$ cat src/rtl/sim_exit_ctrl.sv
// sim_exit_ctrl: memory-mapped simulation exit register block with a
// cycle watchdog that forces an exit with a fixed code when not kicked.
module sim_exit_ctrl #(
  parameter logic [31:0] WDOG_DEFAULT = 32'd0,
  parameter logic [31:0] TIMEOUT_CODE = 32'hDEAD_0001
) (
  input  logic        clk_i,
  input  logic        rst_i,
  input  logic        req_i,
  input  logic        we_i,
  input  logic [3:0]  be_i,
  input  logic [31:0] addr_i,
  input  logic [31:0] wdata_i,
  output logic        gnt_o,
  output logic        rvalid_o,
  output logic [31:0] rdata_o,
  output logic        exit_valid_o,
  output logic [31:0] exit_value_o,
  output logic        timeout_o
);

  localparam logic [1:0] REG_EXIT_VALUE = 2'd0;
  localparam logic [1:0] REG_EXIT_CTRL  = 2'd1;
  localparam logic [1:0] REG_WDOG_LIMIT = 2'd2;
  localparam logic [1:0] REG_WDOG_KICK  = 2'd3;

  // Merge new write data into an old word, one byte lane per enable bit.
  function automatic logic [31:0] apply_be(input logic [31:0] old_val,
                                           input logic [31:0] new_val,
                                           input logic [3:0]  be);
    logic [31:0] res;
    res = old_val;
    for (int i = 0; i < 4; i++) begin
      if (be[i]) begin
        res[8*i +: 8] = new_val[8*i +: 8];
      end else begin
        res[8*i +: 8] = old_val[8*i +: 8];
      end
    end
    return res;
  endfunction

  logic [31:0] exit_value;
  logic        exit_valid;
  logic        timeout;
  logic [31:0] wdog_limit;
  logic [31:0] wdog_cnt;
  logic        rvalid;
  logic [31:0] rdata;

  logic        wr_value;
  logic        sw_exit;
  logic        wr_limit;
  logic        kick;
  logic        wdog_en;
  logic        expire;
  logic [31:0] rd_mux;

  assign gnt_o        = req_i;
  assign rvalid_o     = rvalid;
  assign rdata_o      = rdata;
  assign exit_valid_o = exit_valid;
  assign exit_value_o = exit_value;
  assign timeout_o    = timeout;

  // Decode the current request and watchdog expiry; a kick or limit write
  // suppresses an expiry due in the same cycle.
  always_comb begin
    wr_value = 1'b0;
    sw_exit  = 1'b0;
    wr_limit = 1'b0;
    kick     = 1'b0;
    rd_mux   = 32'd0;
    if (req_i && we_i) begin
      case (addr_i[3:2])
        REG_EXIT_VALUE: wr_value = 1'b1;
        REG_EXIT_CTRL:  sw_exit  = be_i[0] & wdata_i[0];
        REG_WDOG_LIMIT: begin
          wr_limit = 1'b1;
          kick     = 1'b1;
        end
        REG_WDOG_KICK:  kick = 1'b1;
        default:        kick = 1'b0;
      endcase
    end else begin
      wr_value = 1'b0;
    end
    case (addr_i[3:2])
      REG_EXIT_VALUE: rd_mux = exit_value;
      REG_EXIT_CTRL:  rd_mux = {30'd0, timeout, exit_valid};
      REG_WDOG_LIMIT: rd_mux = wdog_limit;
      REG_WDOG_KICK:  rd_mux = wdog_cnt;
      default:        rd_mux = 32'd0;
    endcase
    wdog_en = (wdog_limit != 32'd0) && !exit_valid;
    expire  = wdog_en && (wdog_cnt == (wdog_limit - 32'd1)) && !kick;
  end

  // Exit state: software exit beats watchdog expiry; frozen once exited.
  always_ff @(posedge clk_i or posedge rst_i) begin
    if (rst_i) begin
      exit_valid <= 1'b0;
      timeout    <= 1'b0;
      exit_value <= 32'd0;
    end else if (!exit_valid) begin
      if (sw_exit) begin
        exit_valid <= 1'b1;
      end else if (expire) begin
        exit_valid <= 1'b1;
        timeout    <= 1'b1;
        exit_value <= TIMEOUT_CODE;
      end else if (wr_value) begin
        exit_value <= apply_be(exit_value, wdata_i, be_i);
      end else begin
        exit_value <= exit_value;
      end
    end else begin
      exit_value <= exit_value;
    end
  end

  // Watchdog limit and counter; the counter holds on the expiry edge and
  // whenever the watchdog is disabled.
  always_ff @(posedge clk_i or posedge rst_i) begin
    if (rst_i) begin
      wdog_limit <= WDOG_DEFAULT;
      wdog_cnt   <= 32'd0;
    end else begin
      if (wr_limit) begin
        wdog_limit <= apply_be(wdog_limit, wdata_i, be_i);
      end else begin
        wdog_limit <= wdog_limit;
      end
      if (kick) begin
        wdog_cnt <= 32'd0;
      end else if (wdog_en && !expire) begin
        wdog_cnt <= wdog_cnt + 32'd1;
      end else begin
        wdog_cnt <= wdog_cnt;
      end
    end
  end

  // Bus response: one rvalid per grant, read data captured at the grant.
  always_ff @(posedge clk_i or posedge rst_i) begin
    if (rst_i) begin
      rvalid <= 1'b0;
      rdata  <= 32'd0;
    end else begin
      rvalid <= req_i;
      rdata  <= (req_i && !we_i) ? rd_mux : 32'd0;
    end
  end

endmodule

$ cat config.mk
export PLATFORM = sky130hd
export DESIGN_NAME = sim_exit_ctrl
export DESIGN_NICKNAME = d
export VERILOG_FILES = /design/src/rtl/sim_exit_ctrl.sv
export SDC_FILE = /design/constraint.sdc
export NUM_CORES = 1
export LEC_CHECK = 0
export ABC_CLOCK_PERIOD_IN_PS = 8900
export CORE_MARGIN = 3
export CORE_UTILIZATION = 57
export CTS_CLUSTER_SIZE = 25
export DETAILED_ROUTE_END_ITERATION = 10
export HOLD_SLACK_MARGIN = 0.05
export PLACE_DENSITY = 0.88
export REMOVE_ABC_BUFFERS = 1
export SYNTH_ARGS = -nofsm -noshare
export SYNTH_HDL_FRONTEND = slang
export SYNTH_SLANG_ARGS = --single-unit
$ cat constraint.sdc
create_clock -name clk_i -period 8.9 [get_ports clk_i]
set_input_delay 1.335 -clock clk_i [delete_from_list [all_inputs] [get_ports clk_i]]
set_output_delay 1.335 -clock clk_i [all_outputs]
set_load 0.005 [all_outputs]
==> metrics.md <==
| Metric | Value |
|---|---|
| FILL cells | roughly 900 |
| Slew @ Worst Pin | just under 1000 ps |
| Hold-fix buffers, CTS | 0 |
| Initial antenna violation count | 0 |
| Synth Register Bits | about 130 |
| TritonCTS Buffers | 17 |
| Post-CTS Resized | 0 |
| Post-CTS setup buffer count | 0 |
| CTS Sinks | between 100 and 150 |
| Internal | roughly 1.4 mW |
| Sw Share | about 31% |
| Post-synth EDFFs | 0 |
| Clk_lat worst skew | 430 ps |
| Die area | ~0.015 mm2 |
| Worst Path Max Fanout | 51 |
| Clock-pin slew on the worst setup and hold paths | about 60 ps |
| Syn_area_per_cell | a little under 10 um2 |
| First-pass GRT wire length | 36500 um |
| Critical Path Start Type | input port |
| Routability cong. | slightly below 1 |
| Slew HR | roughly 36% |
| Gate power share | between 20% and 30% |
| # setup viols final | 0 |
| WP data arrival | between 4000 and 5000 ps |
| Setup crit end kind | flop |
| Post-synthesis sequential area ratio | between 40% and 50% |
| Switch Pwr | approximately 0.64 mW |
| Total Routed Length | about 23000 um |
| Ys async rst share | 100% |
| Hold depth | 1 |
| Register area | about 0.0033 mm2 |
| Class of the worst hold path | flop to flop |
| RSZ-0062 raised after global routing | false |
| Routed wire per std cell | about 22 um |
| I/O pin cnt | 140 |
| Nets | 928 |
| # diodes | 0 |
| Max Slew Vio Count | 0 |
| Design Power | ~2.1 mW |
| First-pass detailed-route iteration total | 8 |
| Yosys warns | 0 |
| Drt drc | 1 |
| Setup CP Type | input port to flop |
| Die Wd | approximately 120 um |
| 1st-iter DRT viols | between 700 and 800 |
| Worst-case clock buffer depth | 2 |
| Initial core utilization | 59.0% |
| Clock root buffer | clkbuf_16 |
| Share of cells above drive strength 1 | between 10% and 20% |
| Max Freq | 218 MHz |
| PD cells | roughly 220 mW/mm2 |
| Vias/cell | between 6 and 7 |
| DR vias | ~7000 |
| Routed Antenna Nets | 0 |
| Outcome | finished with violations |
| Failing checks | DRC |
| GRT overflow | 0 |
| Synth Flop Type | dfrtp_1 |
| Area share of the largest cell type after synthesis | 43.3% |
| Final period utilization | 51.6% |
| Netlist cell types | 60 |
| Area of the multi-input gates | just under 0.004 mm2 |
| WP data required | 9210 ps |
| Max Cap Violations | 0 |
| Core Region | between 0.01 and 0.015 mm2 |
| R2R cell count | 11 |
| Synth-to-layout area growth | 23.1% |
| Number of I/O port buffers | 109 |
| Vias in the first global route | 7081 |
| Post-synthesis cell count | a little under 800 |
| Area leader, netlist | dfrtp_1 |
| Tmin final | 4600 ps |
| Hold WS | between 500 and 600 ps |
| Cells taking the most area after synthesis | dfrtp_1, mux2_2, nor2_1 |
| Sequential power share | around 40% |
| Dpl hpwl | about 15000 um |
| Total track usage | roughly a third |
| Pleak | around 3.7 nW |
| Largest net degree at the start of global routing | approximately 70 |
| Clk pwr share | between 30 and 40% |
| Die height | ~120 um |
| Skew final | roughly 9 ps |
| Final setup TNS | 0 ps |
| TritonCTS clock tree | built |
| # rows | 41 |
| Max IR drop VDD | 0.000140 V |
| CTS H-tree lvls | 4 |
| Cell area after synthesis | about 0.0076 mm2 |
| Final Hold Violating Endpoints | 0 |
-- stage by stage --
step           setup slack, ps  std cells  utilization [%]  instance area [um2]
5_1_grt                   4190       1038             72.6                 9320
4_1_cts                   4420       1038             72.6                 9320
3_3_place_gp              4090       1006             67.7                 8680
6_report                  4300       1038             72.6                 9320
3_5_place_dp              4000       1006             67.7                 8680
2_1_floorplan             3240        714                -                 7270
-- area by class of cell --
class,instances,area share [%]
Tap cell,172,2.31
Inverter,9,0.389
Multi-Input combinational cell,574,42.7
Clock inverter,11,1.89
Sequential cell,131,35.2
Clock buffer,21,4.94
Timing Repair Buffer,120,12.6
-- critical path: stages --
cell             delay [ps]
clkdlybuf4s50_1         400
buf_4                   280
nand3_1                 600
nand4_1                 210
nor4_1                  230
nand4_1                 260
nor4_4                  350
buf_4                   470
nand2_4                 350
a31o_2                  350
-- final timing paths --
kind / slack (ps) / endpoint / start
max in group asynchronous: 6140 / wdog_cnt[21] / rst_i
worst max register to register: 4420 / exit_value_o[4] / wdog_limit[0]
worst max-delay path: 4300 / exit_value_o[4] / addr_i[3]
min in group asynchronous: 1460 / rdata_o[29] / rst_i
worst min register to register: 510 / timeout_o / timeout_o
worst min-delay path: 510 / timeout_o / timeout_o
-- synth_stat cells, drive strengths merged, types with 2 or more instances --
library cell,count
dfrtp,131
nor2,79
mux2,59
clkbuf,44
a21oi,38
nand2,38
nand3,36
a22oi,30
or4,25
o21ai,22
a31o,21
buf,20
xor2,19
nor4b,17
nand4,16
nor3,16
nor4,16
or3,16
o31ai,15
xnor2,14
and3,10
nand2b,10
inv,9
a211oi,8
and2,8
o311ai,6
a31oi,5
nor2b,5
o41ai,5
a311oi,4
and4,4
o211ai,4
ha,3
mux2i,3
a41oi,2
mux4,2
nand3b,2
o31a,2
or3b,2
-- per-layer routing --
metal	share of wire, %	GRT usage [%]	vias up	routed length, um
li1	-	-	3075	-
met1	39	38.8	3456	8970
met2	50	52.7	421	11300
met3	7.7	6.53	73	1750
met4	3.3	15.4	0	763
met5	0	0	-	0
-- state kept, by name, indices dropped and copies added, names as in the netlist --
register / count
timeout_o: 1
exit_valid_o: 1
rdata_o: 32
wdog_cnt: 32
exit_value_o: 32
wdog_limit: 32
rvalid_o: 1
-- cells in the final DEF, fill, tap and decap left out, types with 10 or more instances in the layout --
cell type	netlist	layout
a22oi_1	30	30
nand3_1	36	36
nor2_1	79	78
nand2b_1	10	10
xnor2_1	14	14
a31o_1	14	14
a21oi_1	38	38
nand4_1	16	16
clkdlybuf4s50_1	0	109
xor2_1	19	19
clkbuf_16	0	17
nor4_1	12	11
or4_1	25	25
or3_1	16	16
nor3_1	16	16
mux2_2	59	59
o21ai_0	22	22
dfrtp_1	131	131
buf_4	8	11
o31ai_1	15	15
and3_1	10	10
nand2_1	37	37
nor4b_1	17	17
-- power by group through the flow --
stage | combinational [mW] | sequential [mW] | clock, mW
floorplan | 0.286 | 0.780 | 0
global placement | 0.479 | 0.808 | 0
detailed placement | 0.489 | 0.814 | 0
CTS | 0.494 | 0.806 | 0.757
global route | 0.539 | 0.824 | 0.783
finish | 0.497 | 0.813 | 0.755
-- kinds of logic (layout without fill, tap and decap cells) --
| family | Yosys count | in the layout | share of synthesized area [%] |
|---|---|---|---|
| AO/OA/AOI/OAI | 169 | 169 | 15.7 |
| AND/OR/NAND/NOR | 304 | 304 | 22.2 |
| multiplexers | 64 | 64 | 9.77 |
| XOR/XNOR | 34 | 34 | 4.13 |
| buffers and inverters | 73 | 161 | 4.38 |
| adder cells (fa/ha/maj) | 3 | 3 | 0.496 |
| flip-flops | 131 | 131 | 43.3 |
(Power assumes the default switching activity.)
